<file path="src/rtl/split_reg_arbiter.sv">
// Two-requester round-robin arbiter that commits nibble-masked writes to a shared
// 8-bit register. Define SPLIT_REG_ARB_STATS_EN to build the commit counter x.
module split_reg_arbiter #(
  parameter int CNT_W = 32
) (
  input  logic             clk,
  input  logic             rst_n,
  input  logic [1:0]       req_valid,
  input  logic [7:0]       req_data0,
  input  logic [1:0]       req_mask0,
  input  logic [7:0]       req_data1,
  input  logic [1:0]       req_mask1,
  output logic [1:0]       req_ready,
  output logic [3:0]       p1,
  output logic [3:0]       p2,
  output logic [CNT_W-1:0] x,
  output logic             busy
);

  typedef enum logic {
    S_IDLE  = 1'b0,
    S_GRANT = 1'b1
  } state_t;

  state_t     r_state;
  logic [7:0] r_reg;
  logic       r_prio;
  logic       r_win;
  logic [7:0] r_lat_data;
  logic [1:0] r_lat_mask;

  logic       w_win;
  logic [7:0] w_sel_data;
  logic [1:0] w_sel_mask;

  // A lone requester wins outright; prio only breaks a tie.
  always_comb begin
    w_win      = (req_valid == 2'b11) ? r_prio : req_valid[1];
    w_sel_data = w_win ? req_data1 : req_data0;
    w_sel_mask = w_win ? req_mask1 : req_mask0;
  end

  // NOTE: sequential state uses non-blocking (<=) so every register samples
  // pre-edge values; every register is reset here, there are no memories.
  always_ff @(posedge clk or negedge rst_n) begin
    if (!rst_n) begin
      r_state    <= S_IDLE;
      r_reg      <= 8'h00;
      r_prio     <= 1'b0;
      r_win      <= 1'b0;
      r_lat_data <= 8'h00;
      r_lat_mask <= 2'b00;
    end else begin
      case (r_state)
        S_IDLE: begin
          if (req_valid != 2'b00) begin
            r_win      <= w_win;
            r_lat_data <= w_sel_data;
            r_lat_mask <= w_sel_mask;
            r_state    <= S_GRANT;
          end
        end
        S_GRANT: begin
          if (r_lat_mask[0]) r_reg[3:0] <= r_lat_data[3:0];
          if (r_lat_mask[1]) r_reg[7:4] <= r_lat_data[7:4];
          r_prio  <= ~r_win;
          r_state <= S_IDLE;
        end
        default: r_state <= S_IDLE;
      endcase
    end
  end

`ifdef SPLIT_REG_ARB_STATS_EN
  logic [CNT_W-1:0] r_x;
  logic             w_commit;

  // Empty-mask grants complete the handshake but are not counted.
  assign w_commit = (r_state == S_GRANT) && (r_lat_mask != 2'b00);

  always_ff @(posedge clk or negedge rst_n) begin
    if (!rst_n)        r_x <= '0;
    else if (w_commit) r_x <= r_x + CNT_W'(1);
  end

  assign x = r_x;
`else
  assign x = '0;
`endif

  // Ready is decoded from state so an asynchronous reset drops it at once.
  assign req_ready = (r_state == S_GRANT) ? (r_win ? 2'b10 : 2'b01) : 2'b00;
  assign busy      = (r_state == S_GRANT);
  assign p1        = r_reg[3:0];
  assign p2        = r_reg[7:4];

endmodule
</file>
<file path="config.mk">
export PLATFORM = sky130hd
export DESIGN_NAME = split_reg_arbiter
export DESIGN_NICKNAME = d
export VERILOG_FILES = /design/src/rtl/split_reg_arbiter.sv
export SDC_FILE = /design/constraint.sdc
export NUM_CORES = 1
export LEC_CHECK = 0
export ABC_AREA = 1
export BUFFER_PORTS_ARGS = -buffer_cell sky130_fd_sc_hd__buf_2
export CAP_MARGIN = 10
export CORE_AREA = 2 2 52 59
export CTS_CLUSTER_SIZE = 20
export DETAILED_ROUTE_END_ITERATION = 8
export DIE_AREA = 0 0 54 61
export PLACE_DENSITY = 0.81
export SYNTH_ARGS = -nofsm -noshare
export SYNTH_HDL_FRONTEND = slang
export SYNTH_SLANG_ARGS = --single-unit
</file>
<file path="constraint.sdc">
create_clock -name clk -period 2.25 [get_ports clk]
set_input_delay 0.225 -clock clk [delete_from_list [all_inputs] [get_ports clk]]
set_output_delay 0.225 -clock clk [all_outputs]
set_load 0.05 [all_outputs]
</file>
==> results of run 1 <==
-- stage by stage --
step / cell area (sq um) / hold WS (ns) / total power [W]
floorplan: 1370 / -0.0706 / 0.00116
global placement: 1310 / 0.196 / 0.00124
detailed placement: 1310 / 0.202 / 0.00125
CTS: 1340 / 0.219 / 0.00142
global route: 1340 / 0.230 / 0.00152
finish: 1340 / 0.221 / 0.00141
-- Yosys cell counts, drive strengths merged --
cell and instances:
nand2 52, buf 38, nand3 28, inv 24
dfrtp 21, o21ai 2, a21oi 1, conb 1
nor2 1
-- cell families after synthesis --
group	after synthesis	synth area share
AND/OR/NAND/NOR	81	0.270
buffers and inverters	62	0.294
AO/OA/AOI/OAI	3	0.0149
flip-flops	21	0.418
other	1	0.00299
-- path summary, 6_finish.rpt --
| check | startpoint | end | slack, ns |
|---|---|---|---|
| setup / recovery | busy | req_ready[0] | 0.67 |
| setup reg to reg | busy | r_lat_data[0] | 0.83 |
| max in group asynchronous | rst_n | r_reg[2] | 1.54 |
| hold reg to reg | r_reg[2] | r_reg[2] | 0.48 |
| hold / removal | req_data0[5] | r_lat_data[5] | 0.22 |
| min in group asynchronous | rst_n | r_reg[4] | 0.39 |
-- final cells by class --
cell class / instances / area, sq um
fill: 285 / 1360
sequential: 21 / 526
multi-input combinational: 116 / 478
timing repair buffer: 35 / 180
inverter: 24 / 90.1
tap: 33 / 41.3
clock buffer: 4 / 26.3
-- report_power, final --
group	switching (W)	internal, W	leakage (nW)	total [W]
Combinational	0.000536	0.000134	0.592	0.000670
Sequential	0.0000717	0.000494	0.256	0.000565
Clock	0.000109	0.0000691	0.0150	0.000178
Total	0.000717	0.000697	0.863	0.00141
-- cells in the final DEF (no fill, tap or decap) --
cell type      instances
inv_2                  2
clkbuf_1               1
conb_1                32
buf_2                 34
dfrtp_1               21
a21oi_1                1
clkbuf_4               3
o21ai_0                1
dlygate4sd3_1          1
nor2_1                 1
inv_1                 22
nand2_1               52
nand3_1               28
o21ai_2                1
-- per-layer routing --
metal,routed length (um),vias up
li1,-,509
met4,47,0
met1,966,424
met2,970,38
met3,128,4
met5,0,-
-- worst register-to-register path, stage by stage, from the launching register on --
cell and delay, ns:
dfrtp_1 0.61, inv_2 0.09, o21ai_2 0.21, inv_2 0.19, nand3_1 0.16, nand2_1 0.06
-- repair_timing --
item / CTS / global route
endpoints found under the setup margin: 0 / 0
hold buffers: 1 / 0
endpoints found under the hold margin: 21 / 0
==> results.txt, run 1 <==
Status = completed
Final setup violation count = 0
Dpl ws = 0.858 ns
Hpwl dp = 1660 um
Setup TNS Final = 0 ns
Worst Path Required = 2.03 ns
Max-cap violation count = 0
Buffers on Ports = 34
CP Launch Type = register
Final hold vios = 0
Area leader, netlist = dfrtp_1
Post-CTS sizing = 0
Hold path depth = 5
Pwr dens = 1050 mW/mm^2
Pins Over Slew Limit = 0
DR iter-0 viols = 35
Chip Width = 54 um
Routed vias = 975
Crit path capture type = output pin
Slowest stage cell on the critical path = dfrtp_1
M2 GR Usage = 0.239
Sequential-to-total area share from yosys stat = 0.418
Final wirelength = 2110 um
Post-route ant nets = 0
WS Path Type = register to output pin
Root buf cell = clkbuf_4
I/O pin cnt = 67
Clk Latency, worst-skew pair = 0.30 ns
Worst Skew = 0.00212 ns
NumNets Final = 225
Mapped Area = 0.00126 sq mm
Layout area overhead = 6.77%
Residual DRC = 0
Tmin final = 1.58 ns
# rows = 20
Number of buffers created by CTS = 3
CTS tree = built
GR Layer Usage met3 = 0.00739
Total gr overflow = 0
Initial antenna violation count = 0
Fin util = 0.496
Yosys cell types = 13
Starting Density = 0.465
Drt pass-1 iters = 4
Cells on worst reg2reg path = 5
First-pass GRT wire length = 3420 um
Critical Path, Cell by Cell = inv_2 > nor2_1 > buf_2
Hold Path Class = input pin to register
Htree depth = 1
Fin cells = 233
Register bit total from synthesis = 21
Largest net degree at the start of global routing = 22
Layer with the highest usage = met2
DIE AREA = 0.00329 sq mm
Vias per cell = 4.18
Max VDD drop = 0.571 mV
Total GRT Usage = 0.142
Clock slew at reported path FFs = 0.11 ns
Clock buffer depth = 2
Crit path depth = 3
Placed cell count = 228
RSZ-0062 raised after global routing = no
CTS sink count = 21
Antenna cells = 0
CP bufs+invs = 2
Fmax = 635 MHz
Met1 Use GR = 0.184
GPL Wtd Cong = 0.796
Synth area leaders = dfrtp_1 (42%), buf_4 (20%), nand2_1 (16%)
DR WL/cell = 9.07 um
Arr. time, crit path = 1.35 ns
Final cycle utilization of the critical path = 0.700
Final WS setup = 0.675 ns
Crit-path leading delay family = flip-flops
Setup Fix Bufs, Post-CTS = 0
Cells after Synth = 168
Share of cells above drive strength 1 = 0.200
Vias in the first global route = 810
Slowest cell delay on critical path = 0.61 ns
Worst Path Max Fanout = 14
Leak Pwr = 0.863 nW
Yosys warnings = 0
Core Region = 0.00270 sq mm
Mean Syn Cell Area = 7.48 sq um
Yosys top cell area share = 0.418
Die height = 61 um
No activity file was read; power rests on OpenSTA's default activity.
==> run 2: changes to the inputs <==
==> config.mk (replaced) <==
export PLATFORM = sky130hd
export DESIGN_NAME = split_reg_arbiter
export DESIGN_NICKNAME = d
export VERILOG_FILES = /design/src/rtl/split_reg_arbiter.sv
export SDC_FILE = /design/constraint.sdc
export NUM_CORES = 1
export LEC_CHECK = 0
export ABC_AREA = 0
export BUFFER_PORTS_ARGS = -buffer_cell sky130_fd_sc_hd__buf_2
export CAP_MARGIN = 10
export CORE_AREA = 2 2 56 63
export CTS_CLUSTER_SIZE = 20
export DETAILED_ROUTE_END_ITERATION = 8
export DIE_AREA = 0 0 58 65
export PLACE_DENSITY = 0.71
export SYNTH_ARGS = -nofsm -noshare
export SYNTH_HDL_FRONTEND = slang
export SYNTH_SLANG_ARGS = --single-unit
==> constraint.sdc (replaced) <==
create_clock -name clk -period 1.35 [get_ports clk]
set_input_delay 0.135 -clock clk [delete_from_list [all_inputs] [get_ports clk]]
set_output_delay 0.135 -clock clk [all_outputs]
set_load 0.05 [all_outputs]
==> run 2 against run 1 <==
  * Sequential power is 65% higher
  * Clock-buffer cell count stayed put
  * Power is 73% higher
  * Non-clock buffer count grew 5
  * Via count fell by 10%
  * Combinational power grew 82%
  * Hold slack worse by 0.12 ns
  * First-iteration DRC count is 66% lower
  * Sequential share of layout area rose by 0.88 points
  * Register-to-register slack worse by 0.70 ns
  * Routed wire length is 5.2% higher
  * Critical path type unchanged
  * Critical endpoint is now req_ready[1]
==> results.txt, run 2 <==
Root buf cell = clkbuf_4
Mapped Area = 0.00119 sq mm (-5.3%)
DP Area = 0.00126 sq mm (-3.5%)
GPL Wtd Cong = 0.744 (-6.5%)
Post-route cell area = 0.00132 sq mm (-2.0%)
Pwr dens = 1860 mW/mm^2 (+77%)
EDFF count, synth = 0 (unchanged)
Final hold vios = 0 (unchanged)
Main synth FF type = dfrtp_1
Status = completed
Fin Hold WS = 0.102 ns (-0.119 ns)
CP Launch Type = register
Total gr overflow = 0 (unchanged)
Final cycle utilization of the critical path = 0.951
Clock power frac = 0.120 (-0.006)
Vias in the first global route = 816 (+0.74%)
Total GRT Usage = 0.124 (-0.0178)
Post-route ant nets = 0 (unchanged)
Starting Density = 0.373 (-0.0922)
Share of cells above drive strength 1 = 0.357 (+0.157)
DR WL/cell = 11.5 um (+27%)
Most common cell after layout, fill and taps aside = buf_2
CTS sink count = 21 (unchanged)
Sequential power share = 0.381 (-0.019)
Leak Pwr = 0.646 nW (-25%)
Residual DRC = 0 (unchanged)
First-pass GRT wire length = 3500 um (+2.4%)
Switching power share of the total = 0.483 (-0.0237)
DR iter-0 viols = 12 (-66%)
Clock slew at reported path FFs = 0.11 ns (about the same)
CTS tree = built
Fill count = 333 (+17%)
DIE AREA = 0.00377 sq mm (+14%)
Buffers on Ports = 34 (unchanged)
Routed vias = 874 (-10%)
Worst Skew = 0.00528 ns (+0.00316 ns)
Fin cells = 193 (-17%)
Fmax = 779 MHz
Final setup violation count = 0 (unchanged)
Hold Path Class = input pin to register
Commonest cells in the synthesized netlist = buf_4 (33), dfrtp_1 (21), nor2_1 (12), a31oi_1 (10), nand3_1 (10)
Tmin final = 1.28 ns
Drt pass-1 iters = 4 (unchanged)
Worst Path Required = 1.22 ns (-0.81 ns)
Antenna cells = 0 (unchanged)
Mean Syn Cell Area = 9.92 sq um (+33%)
Die height = 65 um (+6.6%)
I/O pin cnt = 67 (unchanged)
Pins Over Slew Limit = 0 (unchanged)
Switching Power = 0.00118 W (+65%)
Cells after Synth = 120 (-29%)
Largest net degree at the start of global routing = 23 (+4.5%)
Max VDD drop = 1.33 mV (+130%)
Vias per cell = 4.53 (+8.2%)
Design Power = 0.00245 W (+73%)
Internal = 0.00127 W (+82%)
Logic gate share of total power = 0.499 (+0.025)
Clock buffer depth = 2 (unchanged)
Htree depth = 1 (unchanged)
Yosys cell types = 20 (+7)
Initial antenna violation count = 0 (unchanged)
Worst Path Max Fanout = 7 (-7)
Chip Width = 58 um (+7.4%)
Post-synth ARST share = 1.00 (unchanged)
Register bit total from synthesis = 21 (unchanged)
Yosys warnings = 0 (unchanged)
Arr. time, crit path = 1.15 ns (-0.20 ns)
Max-cap violation count = 0 (unchanged)
Layout area overhead = 10.5%
Core Region = 0.00319 sq mm (+18%)
Clk Latency, worst-skew pair = 0.30 ns (about the same)
Crit path capture type = output pin
Most common cell in the synthesized netlist = buf_4
WS Path Type = register to output pin
Commonest non-fill, non-tap cells in the layout = buf_2 (33), conb_1 (32), dfrtp_1 (20)
Internal reg-to-reg setup slack = 0.13 ns (-0.70 ns)
Area leader, netlist = dfrtp_1
# rows = 22 (+10%)
Hpwl dp = 1730 um (+4.3%)
Final wirelength = 2220 um (+5.2%)
Synth area leaders = dfrtp_1 (44%), buf_4 (21%), mux2_2 (7.6%)
Yosys top cell area share = 0.442 (+0.0233)
Placed cell count = 186 (-18%)
Number of buffers created by CTS = 3 (unchanged)
Sequential-to-total area share from yosys stat = 0.442 (+0.0233)
NumNets Final = 182 (-19%)
==> run 2: worst paths after layout <==
kind	cells after the start	startpoint	to
max	2	busy	req_ready[1]
min	3	req_mask0[1]	r_lat_mask[1]
max reg2reg	3	busy	r_reg[3]
min reg2reg	1	r_reg[4]	r_reg[4]
max in group asynchronous	2	rst_n	busy
min in group asynchronous	2	rst_n	r_reg[2]
==> run 2: metal layers <==
layer  up-vias  GRT usage  share of wire
met5         -          0              0
met4         0     0.0523         0.0045
met3         2     0.0359           0.10
met2        44      0.222           0.49
met1       410      0.135           0.41
li1        418          -              -
==> run 2: repair_timing <==
item,CTS,global route
endpoints found under the setup margin,2,2
resized for setup,1,2
hold endpoints to repair,21,0
setup buffers,0,2
hold buffers,1,0
==> run 2: cell families after synthesis <==
logic type	Yosys count	synth area share
other	1	0.00315
muxes	8	0.0757
AOI/OAI and AO/OA	22	0.122
buffers and inverters	40	0.248
DFF	21	0.442
and+or+nand+nor	28	0.109
==> run 2: critical path: stages, from the launching register on <==
cell and delay (ns):
dfrtp_2 0.46, and2_2 0.21, buf_4 0.19
==> run 2: stage by stage <==
stage	util	setup TNS [ns]	worst slack, ns
after floorplan	-	-0.0625	-0.0625
after global placement	0.395	0	0.237
after detailed placement	0.395	0	0.174
after CTS	0.406	0	0.00491
after global routing	0.412	-0.000627	-0.000627
final	0.412	0	0.0665
==> run 2: area by class of cell <==
| cell class | count | area (sq um) | share of cell area |
|---|---|---|---|
| multi-input combinational | 90 | 489 | 0.372 |
| inverter | 2 | 7.51 | 0.00571 |
| clock buffer | 4 | 26.3 | 0.0200 |
| tap | 36 | 45.0 | 0.0343 |
| sequential | 21 | 527 | 0.401 |
| timing repair buffer | 40 | 220 | 0.167 |
==> run 2: power groups by stage <==
stage	Combinational, W	Sequential [W]	Clock [W]
final	0.00122	0.000934	0.000294
after global routing	0.00131	0.000967	0.000334
after CTS	0.00122	0.000942	0.000307
after detailed placement	0.00122	0.000956	0
after global placement	0.00121	0.000942	0
after floorplan	0.000616	0.00138	0
==> run 3: changes to the inputs <==
--- a/config.mk
+++ b/config.mk
@@ -8,11 +8,11 @@
 export ABC_AREA = 0
 export BUFFER_PORTS_ARGS = -buffer_cell sky130_fd_sc_hd__buf_2
 export CAP_MARGIN = 10
-export CORE_AREA = 2 2 56 63
+export CORE_AREA = 2 2 54 61
 export CTS_CLUSTER_SIZE = 20
 export DETAILED_ROUTE_END_ITERATION = 8
-export DIE_AREA = 0 0 58 65
-export PLACE_DENSITY = 0.71
+export DIE_AREA = 0 0 56 63
+export PLACE_DENSITY = 0.73
 export SYNTH_ARGS = -nofsm -noshare
 export SYNTH_HDL_FRONTEND = slang
 export SYNTH_SLANG_ARGS = --single-unit
==> constraint.sdc (replaced) <==
create_clock -name clk -period 1.3 [get_ports clk]
set_input_delay 0.13 -clock clk [delete_from_list [all_inputs] [get_ports clk]]
set_output_delay 0.13 -clock clk [all_outputs]
set_load 0.05 [all_outputs]
==> run 3 against run 2 <==
  * Sequential power increased by 4.1%
  * Clock skew fell by 0.0025 ns
  * Die area fell by 6.4%
  * Clock-buffer cell count fell by 1
  * Utilization grew 3.6 points
  * Hold slack got worse by 0.018 ns
  * Routed wire length up 2.3%
==> results.txt, run 3 (same netlist as run 2, synthesis figures left out) <==
Setup TNS Final = 0 ns (unchanged)
Chip Width = 56 um (-3.4%)
Routed vias = 879 (+0.57%)
Starting Density = 0.404 (+0.0317)
CP Launch Type = register
DR WL/cell = 12.0 um (+3.9%)
Critical Path, Cell by Cell = buf_4 > clkbuf_4
Pwr dens = 1960 mW/mm^2 (+5.1%)
Status = completed
Final setup violation count = 0 (unchanged)
Vias in the first global route = 815 (-0.12%)
Max-cap violation count = 0 (unchanged)
Buffers on Ports = 34 (unchanged)
Crit-path leading delay family = flip-flops
Design Power = 0.00258 W (+5.3%)
WS Path Type = register to output pin
CTS tree = built
Share of cells above drive strength 1 = 0.359 (+0.00229)
NumNets Final = 181 (-0.55%)
Total GRT Usage = 0.127 (+0.00277)
Final hold vios = 0 (unchanged)
Slowest cell delay on critical path = 0.45 ns (about the same)
Final WS setup = 0.0451 ns (-0.0214 ns)
Final wirelength = 2270 um (+2.3%)
Reg-to-Reg Start = busy
Cells on worst reg2reg path = 3 (unchanged)
Start point of the worst hold path = req_data0[7]
Residual DRC = 0 (unchanged)
First-pass GRT wire length = 3590 um (+2.7%)
CTS sink count = 21 (unchanged)
Core Region = 0.00294 sq mm (-7.8%)
Htree depth = 1 (unchanged)
Dpl ws = 0.144 ns (-0.0305 ns)
Seq. cell area = 527 sq um (unchanged)
Commonest non-fill, non-tap cells in the layout = conb_1 (32), buf_2 (32), dfrtp_1 (20)
Max VDD drop = 1.15 mV (-14%)
CP bufs+invs = 2 (+1)
Drt pass-1 iters = 4 (unchanged)
R2r endpoint = r_reg[1]
Arr. time, crit path = 1.12 ns (-0.03 ns)
Tmin final = 1.25 ns
Root buf cell = clkbuf_4
Final cycle utilization of the critical path = 0.965
Clk Latency, worst-skew pair = 0.31 ns (about the same)
Hpwl dp = 1760 um (+1.4%)
Post-route ant nets = 0 (unchanged)
Initial antenna violation count = 0 (unchanged)
Crit path capture type = output pin
Total gr overflow = 0 (unchanged)
Vias per cell = 4.63 (+2.2%)
Worst Skew = 0.00275 ns (-0.00254 ns)
Largest net degree at the start of global routing = 23 (unchanged)
Leak Pwr = 0.649 nW (+0.42%)
DR iter-0 viols = 32 (+20)
Hold Path Class = input pin to register
DIE AREA = 0.00353 sq mm (-6.4%)
Hold Path Sink = r_lat_data[7]
Clock buffer depth = 2 (unchanged)
Pins Over Slew Limit = 0 (unchanged)
Slowest stage cell on the critical path = dfrtp_2
Worst Path Max Fanout = 5 (-2)
# rows = 21 (-4.5%)
I/O pin cnt = 67 (unchanged)
Clock slew at reported path FFs = 0.12 ns (about the same)
Fmax = 797 MHz
Number of buffers created by CTS = 3 (unchanged)
Layout area overhead = 10.7%
Multi-input combinational cell area = 494 sq um (+1.0%)
Internal reg-to-reg setup slack = 0.07 ns (-0.06 ns)
Worst Path Required = 1.17 ns (-0.05 ns)
Antenna cells = 0 (unchanged)
Fin util = 0.448 (+0.0359)
Die height = 63 um (-3.1%)
Fill count = 283 (-15%)
GPL Wtd Cong = 0.781 (+4.9%)
Hold path depth = 3 (unchanged)
run 3: cell types whose count changed in the layout (fill, tap and decap cells not counted):
cell / delta
buf_2: -1
buf_4: -2
buf_6: +1
clkbuf_1: -1
clkbuf_4: +1
clkinv_2: +1
nor2b_2: -1
nor2b_4: +1
run 3: power breakdown:
group	internal [W]	switching (W)	leakage (nW)
clock network	0.000115	0.000208	0.0177
registers	0.000864	0.000108	0.236
logic	0.000336	0.000951	0.395
run 3: final cells by class:
| class | instances | area share |
|---|---|---|
| clock inverters | 1 | 0.00380 |
| well taps | 34 | 0.0323 |
| inverters | 2 | 0.00570 |
| repair buffers | 39 | 0.166 |
| flip-flops and latches | 21 | 0.400 |
| clock buffers | 3 | 0.0171 |
| multi-input cells | 90 | 0.375 |
run 3: per-stage QoR:
step,hold slack (ns),instances,instance area [sq um]
after detailed placement,0.116,184,1260
after floorplan,-0.166,151,1320
after global routing,0.0804,190,1320
after CTS,0.0841,190,1310
final,0.0844,190,1320
after global placement,0.100,184,1260
run 3: worst reg2reg max path, stage by stage, from the launching register on:
cell	delay (ns)
dfrtp_2	0.45
buf_4	0.16
nand2_1	0.16
mux2_2	0.36
run 3: metal layers:
metal,track usage,up-vias,routed length (um)
met5,0,-,0
met4,0.0595,0,38
met3,0.0435,6,241
met2,0.204,49,1090
met1,0.151,411,901
li1,-,413,-
run 3: worst max-delay path by stage:
stage                     cells after the start  from       endpoint
final                                         2  busy           busy
after global routing                          2  busy   req_ready[0]
after CTS                                     2  busy   req_ready[1]
after detailed placement                      3  busy  r_lat_data[2]
after global placement                        3  busy  r_lat_data[2]
after floorplan                               4  busy  r_lat_mask[0]
run 3: timing repair:
action / CTS / global route
endpoints found under the setup margin: 2 / 2
gates resized for setup: 1 / 2
hold buffers: 1 / 0
setup buffers: 1 / 0
hold endpoints to repair: 21 / 0
